### src/rtl/cbm2_sdram.sv
// cbm2_sdram: single-port SDRAM controller for the CBM-II core.
// Byte-wide requests map onto a 16-bit, 4-bank SDRAM at CL2, BL1.
// Accesses use auto-precharge. Every pin and status output is registered.
module cbm2_sdram #(
  parameter int INIT_CYCLES    = 3200,
  parameter int TRFC_CYCLES    = 3,
  parameter int INIT_REFRESHES = 2
) (
  input  logic        clk_sys,
  input  logic        reset,
  output logic        init_done,
  input  logic        ce,
  input  logic        we,
  input  logic [24:0] addr,
  input  logic [7:0]  din,
  output logic [7:0]  dout,
  input  logic        refresh,
  output logic        busy,
  output logic        overrun,
  output logic        sd_cke,
  output logic        sd_cs_n,
  output logic        sd_ras_n,
  output logic        sd_cas_n,
  output logic        sd_we_n,
  output logic [1:0]  sd_ba,
  output logic [12:0] sd_addr,
  output logic [1:0]  sd_dqm,
  output logic [15:0] sd_dq_out,
  output logic        sd_dq_oe,
  input  logic [15:0] sd_dq_in
);

  typedef enum logic [3:0] {
    S_INIT_WAIT, S_INIT_PRE, S_INIT_REF, S_INIT_MRS,
    S_IDLE, S_ROW, S_COL, S_RD_WAIT, S_RECOVER, S_REF
  } state_t;

  // Command encoding is {cs_n, ras_n, cas_n, we_n}.
  localparam logic [3:0] CMD_NOP = 4'b0111;
  localparam logic [3:0] CMD_ACT = 4'b0011;
  localparam logic [3:0] CMD_RD  = 4'b0101;
  localparam logic [3:0] CMD_WR  = 4'b0100;
  localparam logic [3:0] CMD_PRE = 4'b0010;
  localparam logic [3:0] CMD_REF = 4'b0001;
  localparam logic [3:0] CMD_MRS = 4'b0000;

  localparam logic [15:0] INIT_CNT = 16'(INIT_CYCLES);
  localparam logic [15:0] TRFC_M1  = 16'(TRFC_CYCLES - 1);
  localparam logic [7:0]  INIT_REF_N = 8'(INIT_REFRESHES);

  state_t      state_q, state_d;
  logic [15:0] cnt_q, cnt_d;
  logic [7:0]  ref_cnt_q, ref_cnt_d;
  logic [24:0] addr_q, addr_d;
  logic        we_q, we_d;
  logic [7:0]  din_q, din_d;
  logic        ref_pend_q, ref_pend_d;
  logic [3:0]  cmd_q, cmd_d;
  logic [1:0]  ba_q, ba_d;
  logic [12:0] sd_addr_q, sd_addr_d;
  logic [1:0]  dqm_q, dqm_d;
  logic [15:0] dq_out_q, dq_out_d;
  logic        dq_oe_q, dq_oe_d;
  logic [7:0]  dout_q, dout_d;
  logic        init_done_q, init_done_d;
  logic        busy_q, busy_d;
  logic        overrun_q, overrun_d;
  logic        cke_q, cke_d;
  logic        start_ref;

  // Next-state and next-output logic for the whole controller.
  always_comb begin
    // NOTE: every signal gets a default before the case so no path leaves one unassigned, which would infer a latch.
    state_d     = state_q;
    cnt_d       = cnt_q;
    ref_cnt_d   = ref_cnt_q;
    addr_d      = addr_q;
    we_d        = we_q;
    din_d       = din_q;
    ref_pend_d  = ref_pend_q | (refresh & init_done_q);
    cmd_d       = CMD_NOP;
    ba_d        = ba_q;
    sd_addr_d   = sd_addr_q;
    dqm_d       = 2'b11;
    dq_out_d    = dq_out_q;
    dq_oe_d     = 1'b0;
    dout_d      = dout_q;
    init_done_d = init_done_q;
    overrun_d   = overrun_q | (ce & init_done_q & (state_q != S_IDLE));
    cke_d       = 1'b1;
    start_ref   = 1'b0;

    case (state_q)
      S_INIT_WAIT: begin
        if (cnt_q == INIT_CNT) begin
          cmd_d     = CMD_PRE;
          sd_addr_d = 13'h0400;
          state_d   = S_INIT_PRE;
        end else begin
          cnt_d = cnt_q + 16'd1;
        end
      end
      S_INIT_PRE: begin
        cnt_d     = 16'd0;
        ref_cnt_d = 8'd0;
        state_d   = S_INIT_REF;
      end
      S_INIT_REF: begin
        if (cnt_q != 16'd0) begin
          cnt_d = cnt_q - 16'd1;
        end else if (ref_cnt_q == INIT_REF_N) begin
          cmd_d     = CMD_MRS;
          ba_d      = 2'b00;
          sd_addr_d = 13'h0020;
          cnt_d     = 16'd1;
          state_d   = S_INIT_MRS;
        end else begin
          cmd_d     = CMD_REF;
          ref_cnt_d = ref_cnt_q + 8'd1;
          cnt_d     = TRFC_M1;
        end
      end
      S_INIT_MRS: begin
        if (cnt_q != 16'd0) begin
          cnt_d = cnt_q - 16'd1;
        end else begin
          init_done_d = 1'b1;
          state_d     = S_IDLE;
        end
      end
      S_IDLE: begin
        if (ref_pend_q) begin
          // The pending refresh goes first; a ce in this cycle cannot be held.
          start_ref = 1'b1;
          overrun_d = overrun_q | ce;
        end else if (ce) begin
          cmd_d     = CMD_ACT;
          ba_d      = addr[24:23];
          sd_addr_d = addr[22:10];
          addr_d    = addr;
          we_d      = we;
          din_d     = din;
          state_d   = S_ROW;
        end else if (refresh) begin
          start_ref = 1'b1;
        end
      end
      S_ROW: begin
        cmd_d     = we_q ? CMD_WR : CMD_RD;
        ba_d      = addr_q[24:23];
        sd_addr_d = {3'b001, 1'b0, addr_q[9:1]};
        dqm_d     = addr_q[0] ? 2'b01 : 2'b10;
        if (we_q) begin
          dq_out_d = {din_q, din_q};
          dq_oe_d  = 1'b1;
        end
        state_d = S_COL;
      end
      S_COL: begin
        state_d = we_q ? S_RECOVER : S_RD_WAIT;
      end
      S_RD_WAIT: begin
        dout_d    = addr_q[0] ? sd_dq_in[15:8] : sd_dq_in[7:0];
        state_d   = S_IDLE;
        start_ref = ref_pend_q | refresh;
      end
      S_RECOVER: begin
        state_d   = S_IDLE;
        start_ref = ref_pend_q | refresh;
      end
      S_REF: begin
        if (cnt_q != 16'd0) begin
          cnt_d = cnt_q - 16'd1;
        end else begin
          state_d   = S_IDLE;
          start_ref = ref_pend_q | refresh;
        end
      end
      default: state_d = S_INIT_WAIT;
    endcase

    if (start_ref) begin
      cmd_d      = CMD_REF;
      cnt_d      = TRFC_M1;
      ref_pend_d = 1'b0;
      state_d    = S_REF;
    end

    busy_d = (state_d != S_IDLE);
  end

  // State and registered outputs; reset aborts any operation and restarts init.
  always_ff @(posedge clk_sys or posedge reset) begin
    if (reset) begin
      // NOTE: sequential state uses non-blocking assignments so every register samples pre-edge values.
      state_q     <= S_INIT_WAIT;
      cnt_q       <= '0;
      ref_cnt_q   <= '0;
      addr_q      <= '0;
      we_q        <= 1'b0;
      din_q       <= '0;
      ref_pend_q  <= 1'b0;
      cmd_q       <= CMD_NOP;
      ba_q        <= '0;
      sd_addr_q   <= '0;
      dqm_q       <= 2'b11;
      dq_out_q    <= '0;
      dq_oe_q     <= 1'b0;
      dout_q      <= 8'h00;
      init_done_q <= 1'b0;
      busy_q      <= 1'b1;
      overrun_q   <= 1'b0;
      cke_q       <= 1'b0;
    end else begin
      state_q     <= state_d;
      cnt_q       <= cnt_d;
      ref_cnt_q   <= ref_cnt_d;
      addr_q      <= addr_d;
      we_q        <= we_d;
      din_q       <= din_d;
      ref_pend_q  <= ref_pend_d;
      cmd_q       <= cmd_d;
      ba_q        <= ba_d;
      sd_addr_q   <= sd_addr_d;
      dqm_q       <= dqm_d;
      dq_out_q    <= dq_out_d;
      dq_oe_q     <= dq_oe_d;
      dout_q      <= dout_d;
      init_done_q <= init_done_d;
      busy_q      <= busy_d;
      overrun_q   <= overrun_d;
      cke_q       <= cke_d;
    end
  end

  assign {sd_cs_n, sd_ras_n, sd_cas_n, sd_we_n} = cmd_q;
  assign sd_cke    = cke_q;
  assign sd_ba     = ba_q;
  assign sd_addr   = sd_addr_q;
  assign sd_dqm    = dqm_q;
  assign sd_dq_out = dq_out_q;
  assign sd_dq_oe  = dq_oe_q;
  assign dout      = dout_q;
  assign init_done = init_done_q;
  assign busy      = busy_q;
  assign overrun   = overrun_q;

endmodule

### config.mk
export PLATFORM = sky130hd
export DESIGN_NAME = cbm2_sdram
export DESIGN_NICKNAME = d
export VERILOG_FILES = /design/src/rtl/cbm2_sdram.sv
export SDC_FILE = /design/constraint.sdc
export NUM_CORES = 1
export LEC_CHECK = 0
export ABC_AREA = 1
export CAP_MARGIN = 20
export CORE_MARGIN = 2
export CORE_UTILIZATION = 40
export CTS_BUF_LIST = sky130_fd_sc_hd__clkbuf_8 sky130_fd_sc_hd__clkbuf_16
export DETAILED_ROUTE_END_ITERATION = 10
export GPL_TIMING_DRIVEN = 0
export PLACE_DENSITY = 0.67
export SYNTH_ARGS = -nofsm -noshare
export SYNTH_HDL_FRONTEND = slang
export SYNTH_SLANG_ARGS = --single-unit
### constraint.sdc
create_clock -name clk_sys -period 2.7 [get_ports clk_sys]
set_input_delay 0.54 -clock clk_sys [delete_from_list [all_inputs] [get_ports clk_sys]]
set_output_delay 0.54 -clock clk_sys [all_outputs]
set_load 0.02 [all_outputs]
==> flow_metrics.tcl <==
set metrics [dict create \
    synth.cells.most_frequent "sky130_fd_sc_hd__nand2_1, sky130_fd_sc_hd__dfrtp_1, sky130_fd_sc_hd__nor2_1, sky130_fd_sc_hd__nand3_1, sky130_fd_sc_hd__inv_1" \
    fraction_of_layout_cells_with_a_size_suffix_above_1_pct 14.9 \
    wl_um 14000 \
    dominantRegCellSynth "sky130_fd_sc_hd__dfrtp_1" \
    cts_resized 0 \
    grt_overflow_total 0 \
    hp-class "flop to flop" \
    drt_first_pass_iters 5 \
    cp_num_buf_inv 2 \
    gp_routability_congestion 0.928 \
    tritoncts.num_buffers 9 \
    die_area_sq_um 14100 \
    tritoncts_clock_tree "built" \
    synth.area.top_cells "sky130_fd_sc_hd__dfrtp_1, sky130_fd_sc_hd__nand2_1, sky130_fd_sc_hd__nand3_1, sky130_fd_sc_hd__nor2_1, sky130_fd_sc_hd__inv_1" \
    synth_adder_area_share_pct 1.19 \
    synth_cell_type_count 43 \
    timing.final.setup_violations 0 \
    finish.net_count 840 \
    seq_total_area_yosys_pct 43.5 \
    grt_pass1_wl_um 23400 \
    cpLargestDelayFamily "simple AND/OR/NAND/NOR gates" \
    insertion_delay_ns 0.36 \
    number_of_enable_type_register_cells_in_the_synthesized_netlist 0 \
    grt_pass1_vias 4655 \
    netlist.top_cell.by_area "sky130_fd_sc_hd__dfrtp_1" \
    route.vias.total 4808 \
    remaining_drc_errors 0 \
    power.leakage_uw 0.00324 \
    fillCellCount 1237 \
    final-max-slew-violation-count 0 \
    max_cap_viol_count 0 \
    timing.critical_path.fanout_max 10 \
    synthesis.area_sq_um 5250 \
    clk_skew_ns 0.00875 \
    cts.repair_timing.setup_buffer_count 0 \
    combinationalPowerShare_pct 4.6 \
    dp_hpwl_um 10600 \
    vdd_drop_max_uv 287 \
    yosys-mux-area-fraction_pct 3.00 \
    seqCellArea_sq_um 2280 \
    area_of_the_multi_input_gates_sq_um 2480 \
    timing.final.crit_period_ns 2.05 \
    worstPathRequired_ns 2.95 \
    timing.final.ws_setup_ns 0.650 \
    max_transition_margin_pct 66.2 \
    design_power_total_uw 2820 \
    detailedRoute.firstIterationViolations 333 \
    chipWidth_um 119 \
    synth_top_family_by_area "simple AND/OR/NAND/NOR gates" \
    power.net_switching_uw 646 \
    start_util_pct 41.3 \
    switching_share_pct 22.9 \
    clkSinkCount 91 \
    seq_power_share_pct 48.3 \
    synth.net_count 724 \
    clock_path_buffers 2 \
    timing.critical_path.arrival_ns 2.30 \
    boundaryPins 104 \
    count_of_yosys_warnings_during_synthesis 0 \
    synth-async-reset-ratio_pct 100 \
    fmax_mhz 488 \
    final.period_utilization_pct 75.9 \
    antenna_found_initial 0 \
    ant_nets 0 \
    cell_internal_pwr_uw 2180 \
    dp_slack_ns 0.503 \
    core_rows 41 \
    post_synthesis_compound_gate_area_fraction_pct 8.36 \
    cellPowerDensity_nw_per_um2 411 \
    yosys.area_share.simple_pct 31.9 \
    drt-vias-per-instance 5.02 \
    clock_tree.htree_level_count 3 \
    synthMostInstantiatedCell "sky130_fd_sc_hd__nand2_1" \
    synthCells 665 \
    path_common_cell "sky130_fd_sc_hd__nand3_1" \
    setup_total_negative_slack_ns 0 \
    worst_setup_hold_path_clk_slew_ns 0.07 \
    io_buffers 102 \
    worst_pin_slew_ns 0.503 \
    post-synth-top-area-fraction_pct 40.5 \
    nature_of_the_critical_path_endpoint "flop" \
    grt_setup_unrepaired "false" \
    grt.total_usage_pct 20.4 \
    path_cells "inv_1 -> ha_1 -> nand3_1 -> nor2_2 -> nand3_1 -> o21ai_2 -> nand2_2 -> buf_2 -> nand3_1 -> nand2_1" \
    run_status "completed" \
    crit_path_start_kind "flop" \
    pin_count_of_the_biggest_net_entering_global_routing 31 \
    wl_per_cell_um 14.6 \
    clock_power_share_pct 47.1 \
    cts-hold-fix-buffers 0 \
    critical_path.slowest_cell "sky130_fd_sc_hd__dfrtp_1" \
    core_ar_sq_um 12700 \
    ys_ff_latch 91 \
    critical_path_class "flop to flop" \
    finalHoldViolCount 0 \
    post_synthesis_xor_xnor_area_fraction_pct 2.50 \
    antenna_cells 0 \
    critical_path.max_stage_delay_ns 0.42 \
    synth.avg_cell_area_sq_um 7.90 \
    areaGrowthSynthToFinish_pct 30.7 \
    clock_tree.root_cell "sky130_fd_sc_hd__clkbuf_16" \
    dieHeight_um 119 \
]
==> power groups by stage <==
stage | logic, uW | registers [uW] | clock network (uW)
floorplan | 27.9 | 1390 | 0
global placement | 120 | 1390 | 0
detailed placement | 131 | 1390 | 0
CTS | 133 | 1360 | 1350
global route | 143 | 1360 | 1400
finish | 130 | 1360 | 1330
==> worst min-delay path, delay by kind of cell, from the launching register on <==
| kind | cells | cell delay [ns] |
|---|---|---|
| AND/OR/NAND/NOR | 2 | 0.09 |
| flip-flops | 1 | 0.34 |
==> logic make-up after synthesis <==
group,after synthesis
compound gates,73
xor+xnor,15
fa+ha+maj,5
buf+inv,96
flops,91
mux,14
other cells,2
simple gates,369
==> area by class of cell <==
cell class | count | share of cell area, %
clock inverters | 7 | 1.28
multi-input cells | 478 | 36.1
plain buffers | 30 | 3.50
repair buffers | 105 | 15.7
clock buffers | 9 | 3.28
inverters | 66 | 3.74
flip-flops and latches | 91 | 33.3
well taps | 172 | 3.13
==> registers in the layout, indices dropped and copies added, names as in the netlist <==
register / flops
sd_addr: 13
cnt_q: 16
sd_dqm: 2
addr_q: 12
state_q: 4
cmd_q: 3
we_q: 1
overrun: 1
sd_ba: 2
sd_cke: 1
sd_dq_out: 8
sd_dq_oe: 1
dout: 8
din_q: 8
ref_cnt_q: 8
init_done: 1
busy: 1
ref_pend_q: 1
==> metrics by stage <==
stage                     area, sq um  instances  hold WS, ns  util [%]
final                            6870        958        0.469      54.0
after global routing             6870        958        0.489      54.0
after CTS                        6870        958        0.471      54.0
after detailed placement         6550        942        0.456      51.5
after global placement           6490        939        0.453      51.0
after floorplan                  5260        665        0.444         -
==> layout by cell type (no fill, tap or decap), drive strengths merged <==
cell type,instances
ha,5
o211ai,2
mux2,14
nor3,9
a21oi,12
dfstp,6
xnor2,2
o21bai,2
a21boi,1
o21ai,35
or2,1
nand3,61
a31oi,8
clkinv,3
clkinvlp,3
o31ai,3
inv,66
clkdlybuf4s50,102
o2111ai,1
nor2,76
o21a,1
nand4,11
a22o,8
xor2,13
dfrtp,85
clkbuf,10
nand2,211
conb,2
bufinv,1
buf,32
==> path summary, 6_finish.rpt <==
path | from | end | slack, ns | cells after the start
min in group asynchronous | reset | sd_dq_oe$_DFF_PP0_ | 0.52 | 2
hold reg to reg | sd_addr[1]$_DFFE_PP0P_ | sd_addr[1]$_DFFE_PP0P_ | 0.47 | 2
max in group asynchronous | reset | dout[2]$_DFFE_PP0P_ | 1.30 | 5
setup / recovery | cnt_q[0]$_DFFE_PP0P_ | cnt_q[15]$_DFFE_PP0P_ | 0.65 | 10
setup reg to reg | cnt_q[0]$_DFFE_PP0P_ | cnt_q[15]$_DFFE_PP0P_ | 0.65 | 10
hold / removal | sd_addr[1]$_DFFE_PP0P_ | sd_addr[1]$_DFFE_PP0P_ | 0.47 | 2
==> metal layers <==
metal	routed length [um]	share of wire (%)	up-vias	track usage [%]
li1	-	-	2368	-
met5	0	0	-	0
met4	130	0.93	0	5.28
met3	819	5.9	11	3.81
met2	6520	47	135	32.9
met1	6500	47	2294	28.1
No activity file was read; power rests on OpenSTA's default activity.
